`config.mk`:
```
export PLATFORM = sky130hd
export DESIGN_NAME = i2c_slave
export DESIGN_NICKNAME = d
export VERILOG_FILES = /design/src/rtl/i2c_pkg.sv /design/src/rtl/i2c_slave_line_filter.sv /design/src/rtl/i2c_slave.sv
export SDC_FILE = /design/constraint.sdc
export NUM_CORES = 1
export LEC_CHECK = 0
export CORE_UTILIZATION = 25
export DETAILED_ROUTE_END_ITERATION = 6
export DONT_BUFFER_PORTS = 1
export PLACE_DENSITY_LB_ADDON = 0.12
export SLEW_MARGIN = 10
export SYNTH_ARGS = -nofsm -noshare
export SYNTH_HDL_FRONTEND = slang
export SYNTH_HIERARCHICAL = 1
export SYNTH_SLANG_ARGS = --single-unit
```
`constraint.sdc`:
```
create_clock -name clk_i -period 3.2 [get_ports clk_i]
set_input_delay 0.64 -clock clk_i [delete_from_list [all_inputs] [get_ports clk_i]]
set_output_delay 0.64 -clock clk_i [all_outputs]
set_load 0.03 [all_outputs]
```
`src/rtl/i2c_pkg.sv`:
```
// Shared I2C definitions: target state encoding, bus constants and address helper.
package i2c_pkg;

    localparam int   I2C_ADDR_WIDTH = 7;
    localparam int   I2C_BYTE_WIDTH = 8;
    localparam logic I2C_DIR_WRITE  = 1'b0;
    localparam logic I2C_DIR_READ   = 1'b1;
    localparam logic I2C_ACK        = 1'b0;
    localparam logic I2C_NACK       = 1'b1;

    typedef enum logic [2:0] {
        ST_IDLE      = 3'd0,
        ST_ADDR      = 3'd1,
        ST_ADDR_ACK  = 3'd2,
        ST_WRITE     = 3'd3,
        ST_WRITE_ACK = 3'd4,
        ST_READ      = 3'd5,
        ST_READ_ACK  = 3'd6,
        ST_SKIP      = 3'd7
    } i2c_slave_state_t;

    // General call (address 0) is not served, so it never counts as a match.
    function automatic logic addr_match(input logic [I2C_ADDR_WIDTH-1:0] rx_addr,
                                        input logic [I2C_ADDR_WIDTH-1:0] own_addr);
        return (rx_addr == own_addr) && (rx_addr != 7'd0);
    endfunction

endpackage

```
`src/rtl/i2c_slave_line_filter.sv`:
```
// Two-flop synchronizer plus stability filter for one open-drain bus line.
// The filtered value only follows the synchronized line after it has held a
// new level for FILTER_LEN consecutive cycles; rise/fall flags last one cycle.
module i2c_line_filter #(
    parameter int FILTER_LEN = 4
) (
    input  logic clk_i,
    input  logic rst_i,
    input  logic line_i,
    output logic filt_o,
    output logic rise_o,
    output logic fall_o
);

    localparam int              CNT_W    = (FILTER_LEN > 1) ? $clog2(FILTER_LEN) : 1;
    localparam logic [CNT_W-1:0] CNT_LAST = CNT_W'(FILTER_LEN - 1);

    logic [1:0]       sync_r;
    logic [CNT_W-1:0] cnt_r;
    logic             filt_r;
    logic             rise_r;
    logic             fall_r;

    // Bring the asynchronous line into the clk_i domain; idle bus level is high.
    always_ff @(posedge clk_i or posedge rst_i) begin
        if (rst_i) begin
            sync_r <= 2'b11;
        end else begin
            sync_r <= {sync_r[0], line_i};
        end
    end

    // Accept a new level only after it has been stable long enough; flag the edge.
    always_ff @(posedge clk_i or posedge rst_i) begin
        if (rst_i) begin
            filt_r <= 1'b1;
            cnt_r  <= {CNT_W{1'b0}};
            rise_r <= 1'b0;
            fall_r <= 1'b0;
        end else begin
            rise_r <= 1'b0;
            fall_r <= 1'b0;
            if (sync_r[1] == filt_r) begin
                cnt_r <= {CNT_W{1'b0}};
            end else if (cnt_r == CNT_LAST) begin
                filt_r <= sync_r[1];
                cnt_r  <= {CNT_W{1'b0}};
                rise_r <= sync_r[1];
                fall_r <= ~sync_r[1];
            end else begin
                cnt_r <= cnt_r + 1'b1;
            end
        end
    end

    assign filt_o = filt_r;
    assign rise_o = rise_r;
    assign fall_o = fall_r;

endmodule

```
`src/rtl/i2c_slave.sv`:
```
// I2C target: 7-bit address match, write bytes out on a strobe, read bytes
// pulled through a valid/ready handshake. Open-drain SDA, no clock stretching.
module i2c_slave
    import i2c_pkg::*;
#(
    parameter int DATA_WIDTH = I2C_BYTE_WIDTH,
    parameter int ADDR_WIDTH = I2C_ADDR_WIDTH,
    parameter int FILTER_LEN = 4
) (
    input  logic                  clk_i,
    input  logic                  a_rst_i,
    input  logic                  en_i,
    input  logic [ADDR_WIDTH-1:0] own_addr_i,
    input  logic                  scl_i,
    input  logic                  sda_i,
    output logic                  sda_o,
    output logic [DATA_WIDTH-1:0] rx_data_o,
    output logic                  rx_valid_o,
    input  logic [DATA_WIDTH-1:0] tx_data_i,
    input  logic                  tx_valid_i,
    output logic                  tx_ready_o,
    output logic                  busy_o
);

    // Address byte (address + R/W) and data byte share one bit counter.
    localparam logic [3:0] ADDR_LAST = 4'(ADDR_WIDTH);
    localparam logic [3:0] DATA_LAST = 4'(DATA_WIDTH - 1);

    logic scl_filt_s, scl_rise_s, scl_fall_s;
    logic sda_filt_s, sda_rise_s, sda_fall_s;
    logic start_s, stop_s;

    i2c_line_filter #(.FILTER_LEN(FILTER_LEN)) u_scl_filter (
        .clk_i  (clk_i),
        .rst_i  (a_rst_i),
        .line_i (scl_i),
        .filt_o (scl_filt_s),
        .rise_o (scl_rise_s),
        .fall_o (scl_fall_s)
    );

    i2c_line_filter #(.FILTER_LEN(FILTER_LEN)) u_sda_filter (
        .clk_i  (clk_i),
        .rst_i  (a_rst_i),
        .line_i (sda_i),
        .filt_o (sda_filt_s),
        .rise_o (sda_rise_s),
        .fall_o (sda_fall_s)
    );

    assign start_s = sda_fall_s & scl_filt_s;
    assign stop_s  = sda_rise_s & scl_filt_s;

    i2c_slave_state_t        state_r, state_s;
    logic [3:0]              bit_cnt_r, bit_cnt_s;
    logic [DATA_WIDTH-2:0]   shift_r, shift_s;      // bits collected so far
    logic [DATA_WIDTH-2:0]   tx_shift_r, tx_shift_s; // read bits still to drive
    logic [ADDR_WIDTH-1:0]   own_addr_r, own_addr_s;
    logic                    rw_r, rw_s;
    logic                    sda_r, sda_s;
    logic [DATA_WIDTH-1:0]   rx_data_r, rx_data_s;
    logic                    rx_valid_r, rx_valid_s;
    logic                    tx_ready_r, tx_ready_s;
    logic                    busy_r, busy_s;
    logic [DATA_WIDTH-1:0]   shift_in_s;
    logic [DATA_WIDTH-1:0]   tx_byte_s;

    // State and output registers; reset releases SDA immediately.
    always_ff @(posedge clk_i or posedge a_rst_i) begin
        if (a_rst_i) begin
            state_r    <= ST_IDLE;
            bit_cnt_r  <= 4'd0;
            shift_r    <= {(DATA_WIDTH-1){1'b0}};
            tx_shift_r <= {(DATA_WIDTH-1){1'b1}};
            own_addr_r <= {ADDR_WIDTH{1'b0}};
            rw_r       <= I2C_DIR_WRITE;
            sda_r      <= 1'b1;
            rx_data_r  <= {DATA_WIDTH{1'b0}};
            rx_valid_r <= 1'b0;
            tx_ready_r <= 1'b0;
            busy_r     <= 1'b0;
        end else begin
            state_r    <= state_s;
            bit_cnt_r  <= bit_cnt_s;
            shift_r    <= shift_s;
            tx_shift_r <= tx_shift_s;
            own_addr_r <= own_addr_s;
            rw_r       <= rw_s;
            sda_r      <= sda_s;
            rx_data_r  <= rx_data_s;
            rx_valid_r <= rx_valid_s;
            tx_ready_r <= tx_ready_s;
            busy_r     <= busy_s;
        end
    end

    // Next-state logic: enable, stop and start take priority over bit handling.
    // SDA is only ever updated on scl_fall (or released on start/stop), so it
    // never moves while SCL is high. In the ACK states bit_cnt_r tells the
    // first falling edge (begin ACK bit) from the second (end of ACK bit).
    always_comb begin
        state_s    = state_r;
        bit_cnt_s  = bit_cnt_r;
        shift_s    = shift_r;
        tx_shift_s = tx_shift_r;
        own_addr_s = own_addr_r;
        rw_s       = rw_r;
        sda_s      = sda_r;
        rx_data_s  = rx_data_r;
        rx_valid_s = 1'b0;
        tx_ready_s = 1'b0;
        busy_s     = busy_r;
        shift_in_s = {shift_r, sda_filt_s};
        if (tx_valid_i) begin
            tx_byte_s = tx_data_i;
        end else begin
            tx_byte_s = {DATA_WIDTH{1'b1}};
        end

        if (!en_i) begin
            state_s   = ST_IDLE;
            bit_cnt_s = 4'd0;
            sda_s     = 1'b1;
            busy_s    = 1'b0;
        end else if (stop_s) begin
            state_s   = ST_IDLE;
            bit_cnt_s = 4'd0;
            sda_s     = 1'b1;
            busy_s    = 1'b0;
        end else if (start_s) begin
            state_s    = ST_ADDR;
            bit_cnt_s  = 4'd0;
            sda_s      = 1'b1;
            own_addr_s = own_addr_i;
        end else begin
            case (state_r)
                ST_IDLE: begin
                    sda_s = 1'b1;
                end
                ST_ADDR: begin
                    if (scl_rise_s) begin
                        shift_s = shift_in_s[DATA_WIDTH-2:0];
                        if (bit_cnt_r == ADDR_LAST) begin
                            bit_cnt_s = 4'd0;
                            rw_s      = shift_in_s[0];
                            if (addr_match(shift_in_s[DATA_WIDTH-1 -: ADDR_WIDTH], own_addr_r)) begin
                                state_s = ST_ADDR_ACK;
                                busy_s  = 1'b1;
                            end else begin
                                state_s = ST_SKIP;
                                busy_s  = 1'b0;
                            end
                        end else begin
                            bit_cnt_s = bit_cnt_r + 4'd1;
                        end
                    end else begin
                        bit_cnt_s = bit_cnt_r;
                    end
                end
                ST_ADDR_ACK: begin
                    if (scl_fall_s) begin
                        if (bit_cnt_r == 4'd0) begin
                            sda_s     = I2C_ACK;
                            bit_cnt_s = 4'd1;
                        end else if (rw_r == I2C_DIR_READ) begin
                            state_s    = ST_READ;
                            bit_cnt_s  = 4'd0;
                            sda_s      = tx_byte_s[DATA_WIDTH-1];
                            tx_shift_s = tx_byte_s[DATA_WIDTH-2:0];
                            tx_ready_s = tx_valid_i;
                        end else begin
                            state_s   = ST_WRITE;
                            bit_cnt_s = 4'd0;
                            sda_s     = 1'b1;
                        end
                    end else begin
                        sda_s = sda_r;
                    end
                end
                ST_WRITE: begin
                    if (scl_rise_s) begin
                        shift_s = shift_in_s[DATA_WIDTH-2:0];
                        if (bit_cnt_r == DATA_LAST) begin
                            rx_data_s  = shift_in_s;
                            rx_valid_s = 1'b1;
                            state_s    = ST_WRITE_ACK;
                            bit_cnt_s  = 4'd0;
                        end else begin
                            bit_cnt_s = bit_cnt_r + 4'd1;
                        end
                    end else begin
                        bit_cnt_s = bit_cnt_r;
                    end
                end
                ST_WRITE_ACK: begin
                    if (scl_fall_s) begin
                        if (bit_cnt_r == 4'd0) begin
                            sda_s     = I2C_ACK;
                            bit_cnt_s = 4'd1;
                        end else begin
                            sda_s     = 1'b1;
                            bit_cnt_s = 4'd0;
                            state_s   = ST_WRITE;
                        end
                    end else begin
                        sda_s = sda_r;
                    end
                end
                ST_READ: begin
                    if (scl_rise_s) begin
                        if (bit_cnt_r == DATA_LAST) begin
                            state_s   = ST_READ_ACK;
                            bit_cnt_s = 4'd0;
                        end else begin
                            bit_cnt_s = bit_cnt_r + 4'd1;
                        end
                    end else if (scl_fall_s) begin
                        sda_s      = tx_shift_r[DATA_WIDTH-2];
                        tx_shift_s = {tx_shift_r[DATA_WIDTH-3:0], 1'b1};
                    end else begin
                        sda_s = sda_r;
                    end
                end
                ST_READ_ACK: begin
                    if (scl_rise_s) begin
                        if (sda_filt_s == I2C_NACK) begin
                            state_s = ST_SKIP;
                        end else begin
                            bit_cnt_s = 4'd1;
                        end
                    end else if (scl_fall_s) begin
                        if (bit_cnt_r == 4'd0) begin
                            sda_s = 1'b1;
                        end else begin
                            state_s    = ST_READ;
                            bit_cnt_s  = 4'd0;
                            sda_s      = tx_byte_s[DATA_WIDTH-1];
                            tx_shift_s = tx_byte_s[DATA_WIDTH-2:0];
                            tx_ready_s = tx_valid_i;
                        end
                    end else begin
                        sda_s = sda_r;
                    end
                end
                ST_SKIP: begin
                    sda_s = 1'b1;
                end
                default: begin
                    state_s = ST_IDLE;
                    sda_s   = 1'b1;
                end
            endcase
        end
    end

    assign sda_o      = sda_r;
    assign rx_data_o  = rx_data_r;
    assign rx_valid_o = rx_valid_r;
    assign tx_ready_o = tx_ready_r;
    assign busy_o     = busy_r;

endmodule

```
### Word-level counts from Yosys, hierarchy flattened

Cells that the tools add are included.
Widths: inputs -> output; s select.

* $add $sub $neg: 3
* equal/unequal tests: 48
* multiplexer cells: 91
* bitwise logic cells: 8
* reduce and logical (&&, ||, !) cells: 20

Operators by type and width (number)
* $mux 3: 19
* $mux 7: 8
* $mux 1: 44
* $mux 4: 10
* $ne 5x4->1 const B: 7
* $ne 5x5->1 const B: 7
* $pmux 7 s3: 1
* $pmux 3 s6: 1
* $reduce_and 6->1: 3
* $reduce_and 14->1: 1
* $eq 3x3->1 const B: 4
* $ne 6x5->1 const B: 2
* $pmux 4 s3: 1
* $reduce_and 12->1: 1
* $ne 2x2->1 const B: 5
* $ne 5x2->1 const B: 2
* $ne 3x1->1 const B: 3
* $ne 9x1->1 const B: 1
* $mux 2: 4
* $mux 8: 1
* $ne 8x2->1 const B: 1
* $eq 7x7->1: 1
* $reduce_and 7->1: 1
* $reduce_bool 7->1: 1
* 26 further kinds: 41

* input port bits: 21
* bits in registers: 55

### Longest topological paths before layout

Gate-level depths: netlist of run 1.

* depth after elaboration: 9
* mapped depth: 8

### By module

The synthesis of run 1 kept the hierarchy.

Modules (own cells, without submodules)
* i2c_slave: times used 1, area each 2324.7 um^2, sequential area each 1036.0 um^2, cells each 228
* i2c_line_filter: times used 2, area each 244.0 um^2, sequential area each 178.9 um^2, cells each 17

### Worst setup path after synthesis of run 1

OpenSTA, ideal clock, no wires.

* path type: register to register
* start: register bit_cnt_r[0]
* end: register bit_cnt_r[3]
* data arrival time: 1.772 ns
* stages on the path, launching flop included: 8
* setup time: 0.079 ns
* required time: 3.121 ns
* clock period less this slack: 1.851 ns
* slack: 1.349 ns
* path through: dfrtp_1 -> inv_1 -> ha_1 -> nor3b_2 -> nor3_4 -> o31ai_4 -> or4_1 -> a21oi_1

* longest elaborated chain between the ends: 7

Ends and longest elaborated chain
* start: declaration: RTL line i2c_slave.sv:55 `logic [3:0] bit_cnt_r, bit_cnt_s;`
* start signal: assignment: RTL line i2c_slave.sv:84 `bit_cnt_r <= bit_cnt_s;`
* $add 4x1->4 / $eq 4x3->1 (equally long branches)
* $mux 4: RTL line i2c_slave.sv:143, i2c_slave.sv:183, i2c_slave.sv:211
* $mux 4: RTL line i2c_slave.sv:181 `if (scl_rise_s) begin`
* $pmux 4 s3: RTL line i2c_slave.sv:136 `case (state_r)`
* $mux 4: RTL line i2c_slave.sv:130 `end else if (start_s) begin`
* $mux 4: RTL line i2c_slave.sv:125 `end else if (stop_s) begin`
* $mux 4: RTL line i2c_slave.sv:120 `if (!en_i) begin`

Several ways; a longest one is shown, not always the timed one. The select of a mux whose other input is x is not followed.
A chain may end at the register's enable or synchronous reset.

### Final worst setup path of run 1

* start: register state_r[0]
* end: register state_r[1]

* longest elaborated chain between the ends: 5

Ends and longest elaborated chain
* start: declaration: RTL line i2c_slave.sv:54 `i2c_slave_state_t state_r, state_s;`
* start signal: assignment: RTL line i2c_slave.sv:83 `state_r <= state_s;`
* $eq 3x3->1, or another cell as far along: RTL line i2c_slave.sv:136
* $pmux 3 s6: RTL line i2c_slave.sv:136
* $mux 3: RTL line i2c_slave.sv:130
* $mux 3: RTL line i2c_slave.sv:125
* $mux 3: RTL line i2c_slave.sv:120

Several ways; a longest one is shown, not always the timed one.

==> flow_metrics.py, run 1 <==
metrics = {
    "global_route": {
        "grt_pass1_vias": 2027,
        "grt_use_total": 0.115,
        "grt_antenna_before_repair": 0,
        "grt_pass1_wl_um": 10200,
        "gr-total-overflow": 0,
        "grt_max_degree": 27,
    },
    "sta": {
        "rsz0062_at_grt": "no",
        "hold_viol": 0,
        "slew_headroom": 0.302,
        "max_freq_mhz": 458,
        "whs_ps": 124,
        "tightestPinTransition_ps": 1040,
        "period_minus_slack_ps": 2180,
        "fin_setup_tns_ps": 0,
        "finalCritPeriodShare": 0.682,
        "finalSetupViolCount": 0,
        "finalMaxSlewViolations": 0,
        "finalWorstSetupSlack_ps": 1020,
        "skew_ps": 6.56,
    },
    "final_layout": {
        "regArea_um2": 1390,
        "fillCellCount": 1151,
        "final_cell_mix": "dfrtp_1, nand2_1, mux2_2, nor2_1, dfstp_2",
        "drive_above_1_share": 0.218,
        "n_antenna_cell": 0,
        "nets": 285,
        "final_common_cell": "dfrtp_1",
        "area_growth_pct": 8.36,
        "multi_input_area_um2": 1320,
    },
    "synthesis": {
        "synth_top_family_by_area": "simple AND/OR/NAND/NOR gates",
        "synth_cell_types": 56,
        "ys_seq_elements": 55,
        "syn_avg_cell_area_um2": 10.7,
        "synth_simple_gate_area_frac": 0.190,
        "syn_nets": 287,
        "synth_mux_area_frac": 0.100,
        "async_flop_share": 1.00,
        "syn_inst": 262,
        "synth_compound_area_frac": 0.126,
        "synth_edf_count": 0,
        "synthAdderAreaFrac": 0.0214,
        "synth_flop_cell": "dfrtp_1",
        "synth_warnings": 6,
        "synth_xor_area_frac": 0.0311,
        "yosysSeqAreaShare": 0.496,
        "syn_area_um2": 2810,
    },
    "clock_network": {
        "cts_hold_buffers": 0,
        "cts_buffers": 5,
        "ctsResizeCount": 0,
        "postCtsSetupBuffers": 0,
        "clock_latency_ps": 310,
        "cts.sinks": 55,
        "cts_root_buffer": "clkbuf_8",
        "clkTransAtPathRegs_ps": 100,
        "htreeDepth": 2,
        "clockBufferDepth": 2,
        "tritoncts": "done",
    },
    "critical_path": {
        "crit_path_start_kind": "flop",
        "cp-end-kind": "flop",
        "crit_required_ps": 3430,
        "path_class": "reg -> reg",
        "crit_path_max_fanout": 23,
        "rr_worst_depth": 5,
        "cp.arrival_ps": 2420,
    },
    "drt": {
        "drt_iter0_markers": 76,
        "vias": 1928,
        "drc": 0,
        "drt-total-wl_um": 6090,
        "firstDrtPassIters": 4,
        "post_drt_wl_per_cell_um": 15.2,
        "ant_nets": 0,
        "via_per_inst": 4.81,
    },
    "floorplanning": {
        "num_rows": 38,
        "pin_count": 33,
        "die_h_um": 108,
        "dieWidth_um": 108,
        "fp.dieArea_um2": 11700,
        "coreArea_um2": 10900,
        "initial_core_util": 0.258,
    },
    "pwr": {
        "leakagePower_nw": 1.33,
        "ir_worst_vdd_v": 0.000231,
        "p_per_area_nw_per_um2": 483,
    },
    "placed_design": {
        "dp_slack_ps": 1040,
        "dp_hpwl_um": 4270,
        "gp_congestion": 0.709,
        "io_buffer_count": 0,
    },
    "outcome": {
        "status": "complete, no violations",
    },
    "flow_run": {
        "cap_violations": 0,
    },
    "min_path": {
        "hold_path.class": "in -> async",
    },
}
[Yosys cell counts (2+ instances only)]
library cell | n | area [µm²]
a221oi_1 | 2 | 17.5
nor3_1 | 5 | 25.0
o21ai_1 | 10 | 50.1
nand2_1 | 23 | 86.3
a21oi_1 | 9 | 45.0
or4_1 | 2 | 15.0
a31oi_1 | 3 | 18.8
dfrtp_1 | 41 | 1030
xnor2_1 | 2 | 17.5
and3_1 | 3 | 18.8
nor3b_1 | 2 | 15.0
buf_1 | 2 | 7.51
or3_1 | 2 | 12.5
and2_1 | 2 | 12.5
nand3_1 | 4 | 20.0
o221ai_1 | 2 | 17.5
inv_1 | 14 | 52.6
nor2_1 | 19 | 71.3
o211ai_1 | 2 | 15.0
mux2_1 | 3 | 33.8
nand2b_1 | 5 | 31.3
xor2_1 | 8 | 70.1
buf_2 | 3 | 15.0
mux2_2 | 22 | 248
o21ai_0 | 12 | 60.1
nor4_1 | 2 | 12.5
clkbuf_1 | 4 | 15.0
nor2b_1 | 2 | 12.5
ha_1 | 4 | 50.1
dfstp_2 | 14 | 368
nor3_2 | 2 | 20.0
nand3b_1 | 8 | 60.1
[final timing paths]
| path | startpoint | end | slack (ps) |
|---|---|---|---|
| setup / recovery | state_r[0] | state_r[1] | 1020 |
| hold / removal | a_rst_i | u_scl_filter/cnt_r[1] | 120 |
| setup reg to reg | state_r[0] | state_r[1] | 1020 |
| hold reg to reg | u_scl_filter/sync_r[0] | u_scl_filter/sync_r[1] | 360 |
| max in group asynchronous | a_rst_i | tx_shift_r[0] | 2100 |
| min in group clk_i | scl_i | u_scl_filter/sync_r[0] | 310 |
[per-layer routing]
metal | routed length, µm | global-route usage | vias to the layer above
met1 | 2980 | 0.155 | 961
met5 | 0 | 0 | -
met2 | 2740 | 0.171 | 34
met3 | 289 | 0.0350 | 7
li1 | - | - | 926
met4 | 85 | 0.0450 | 0
[flip-flops by register name, indices dropped and copies added, names as in the netlist, 2 cells and up]
signal	flops
tx_shift_r	7
u_scl_filter/cnt_r	2
own_addr_r	7
shift_r	7
state_r	3
u_sda_filter/sync_r	2
rx_data_o	8
bit_cnt_r	4
u_scl_filter/sync_r	2
u_sda_filter/cnt_r	2
[power by group]
group | leakage, nW | switching [W] | internal, W
Sequential | 0.711 | 0.0000839 | 0.000767
Clock | 0.0493 | 0.000247 | 0.000182
Combinational | 0.567 | 0.0000997 | 0.0000921
Total | 1.33 | 0.000430 | 0.00104
[worst max-delay path, stage by stage, from the launching register on]
cell      delay (ps)
dfrtp_1          860
nor4bb_1         120
or3_4            430
o32ai_2          420
nor2_1            90
nor3_1           180
[logic make-up after synthesis]
kind of cell	Yosys count
simple gates	91
flops	55
compound gates	52
mux	25
buf+inv	24
xor+xnor	10
fa+ha+maj	5
[final cells by class]
| cell class | instances | area share |
|---|---|---|
| timing repair buffer | 1 | 0.00246 |
| sequential | 55 | 0.457 |
| multi-input combinational | 183 | 0.432 |
| tap | 140 | 0.0575 |
| clock inverter | 2 | 0.00616 |
| inverter | 14 | 0.0172 |
| clock buffer | 6 | 0.0271 |
[stage by stage]
stage / util / cell area, µm² / instances / power, W
finish: 0.280 / 3050 / 401 / 0.00147
global route: 0.280 / 3050 / 401 / 0.00157
CTS: 0.280 / 3050 / 401 / 0.00151
detailed placement: 0.271 / 2950 / 393 / 0.00106
global placement: 0.271 / 2950 / 393 / 0.00106
floorplan: - / 2810 / 262 / 0.00100
(Power assumes the default switching activity.)
==> inputs of run 2 (changes only) <==
==> constraint.sdc (replaced) <==
create_clock -name clk_i -period 2.2 [get_ports clk_i]
set_input_delay 0.44 -clock clk_i [delete_from_list [all_inputs] [get_ports clk_i]]
set_output_delay 0.44 -clock clk_i [all_outputs]
set_load 0.03 [all_outputs]
==> run 2 against run 1 <==
- power rose by 47%
- global-route usage rose by 0.079 points
- sequential power rose by 43%
- setup slack got worse by 880 ps
- final area rose by 2.8%
- critical path type unchanged
- largest power group unchanged
- highest routed layer unchanged
==> flow_metrics.py, run 2 (synthesis gave the netlist of run 1 again) <==
metrics = {
    "outcome": {
        "status": "complete, no violations",
    },
    "sta": {
        "period_minus_slack_ps": 2060,
        "tightestPinTransition_ps": 560,
        "finalMaxSlewViolations": 0,
        "skew_ps": 9.21,
        "fin_setup_tns_ps": 0,
        "rsz0062_at_grt": "no",
        "hold_viol": 0,
        "finalSetupViolCount": 0,
        "slew_headroom": 0.627,
        "max_freq_mhz": 484,
        "finalCritPeriodShare": 0.939,
    },
    "clock_network": {
        "ctsResizeCount": 0,
        "cts_root_buffer": "clkbuf_8",
        "clock_latency_ps": 310,
        "cts_buffers": 5,
        "clockBufferDepth": 2,
        "clkTransAtPathRegs_ps": 110,
        "htreeDepth": 2,
        "tritoncts": "done",
        "cts.sinks": 55,
    },
    "drt": {
        "ant_nets": 0,
        "drt-total-wl_um": 6150,
        "via_per_inst": 4.67,
        "drt_iter0_markers": 94,
        "post_drt_wl_per_cell_um": 14.9,
        "vias": 1924,
        "drc": 0,
        "firstDrtPassIters": 4,
    },
    "global_route": {
        "gr-total-overflow": 0,
        "grt_use_total": 0.116,
        "grt_antenna_before_repair": 0,
        "grt_pass1_wl_um": 10400,
        "grt_max_degree": 42,
        "grt_pass1_vias": 2034,
    },
    "final_layout": {
        "largest_register_ffs": 8,
        "n_antenna_cell": 0,
        "instances_no_fill": 412,
        "drive_above_1_share": 0.246,
        "final_common_cell": "dfrtp_1",
        "final_cell_mix": "dfrtp_1, nand2_1, mux2_2, nor2_1, dfstp_2",
        "area_growth_pct": 11.4,
        "fillCellCount": 1165,
        "regArea_um2": 1390,
        "multi_input_area_um2": 1320,
        "nets": 296,
    },
    "critical_path": {
        "crit_end": "bit_cnt_r[3]",
        "crit_start": "bit_cnt_r[1]",
        "reg2reg_slack_ps": 140,
        "crit_slowest_cell": "or4_1",
        "crit_cells": 8,
        "crit_path_max_fanout": 8,
        "path_class": "reg -> reg",
        "cpPeakStageDelay_ps": 470,
        "cp-end-kind": "flop",
        "crit_path_start_kind": "flop",
        "crit_buf_inv": 2,
        "cp.arrival_ps": 2300,
        "r2r-start": "bit_cnt_r[1]",
        "critical_path.reg2reg.endpoint": "bit_cnt_r[3]",
        "rr_worst_depth": 8,
        "critical_path.top_delay_family": "simple AND/OR/NAND/NOR gates",
        "crit_chain": "inv_1 > ha_1 > nor3b_2 > buf_4 > nor3_4 > o31ai_4 > or4_1 > a21oi_1",
        "crit_required_ps": 2440,
    },
    "pwr": {
        "leakagePower_nw": 1.38,
        "totalPowerFinal_w": 0.00217,
        "ir_worst_vdd_v": 0.000296,
        "p_per_area_nw_per_um2": 692,
    },
    "placed_design": {
        "io_buffer_count": 0,
        "dp_cells": 403,
        "dp_hpwl_um": 4290,
        "gp_congestion": 0.775,
    },
    "floorplanning": {
        "initial_core_util": 0.258,
        "fp.dieArea_um2": 11700,
        "coreArea_um2": 10900,
        "pin_count": 33,
        "dieWidth_um": 108,
        "num_rows": 38,
        "die_h_um": 108,
    },
    "flow_run": {
        "cap_violations": 0,
    },
    "min_path": {
        "hold_path.class": "in -> reg",
    },
}
[run 2: cell type report]
cell class | instances | share of cell area
timing repair buffer | 12 | 0.0296
multi-input combinational | 183 | 0.421
clock buffer | 6 | 0.0264
clock inverter | 2 | 0.00599
sequential | 55 | 0.445
tap | 140 | 0.0559
inverter | 14 | 0.0168
[run 2: timing repair]
item | 4_1_cts | 5_1_grt
hold buffers | 1 | 0
setup buffers | 0 | 0
hold endpoints to repair | 8 | 0
[run 2: power by group]
group / switching (W) / total (W) / internal (W)
registers: 0.000100 / 0.00122 / 0.00112
logic: 0.000170 / 0.000316 / 0.000146
clock network: 0.000369 / 0.000633 / 0.000264
total: 0.000640 / 0.00217 / 0.00153
[run 2: metrics by stage]
step	utilization	worst slack [ps]	hold slack [ps]	cell area [µm²]
2_1_floorplan	-	349	241	2810
6_report	0.288	135	113	3130
4_1_cts	0.288	124	97.3	3130
3_5_place_dp	0.278	157	275	3020
3_3_place_gp	0.278	214	278	3020
5_1_grt	0.288	14.1	84.0	3130
[run 2: how the worst min path moves through the flow]
stage / startpoint / end / slack (ps) / depth (start not counted)
floorplan: a_rst_i / u_scl_filter/cnt_r[0] / 240 / 1
global placement: a_rst_i / u_sda_filter/cnt_r[1] / 280 / 1
detailed placement: a_rst_i / u_sda_filter/cnt_r[1] / 280 / 1
CTS: scl_i / u_scl_filter/sync_r[0] / 100 / 0
global route: scl_i / u_scl_filter/sync_r[0] / 80 / 0
finish: scl_i / u_scl_filter/sync_r[0] / 110 / 0
[run 2: metal layers]
layer  global-route usage  up-vias  routed length (µm)  share of wire
met4               0.0313        0                  57         0.0093
met5                    0        -                   0              0
met2                0.179       22                2760           0.45
li1                     -      946                   -              -
met3               0.0259        5                 212          0.034
met1                0.161      951                3120           0.51
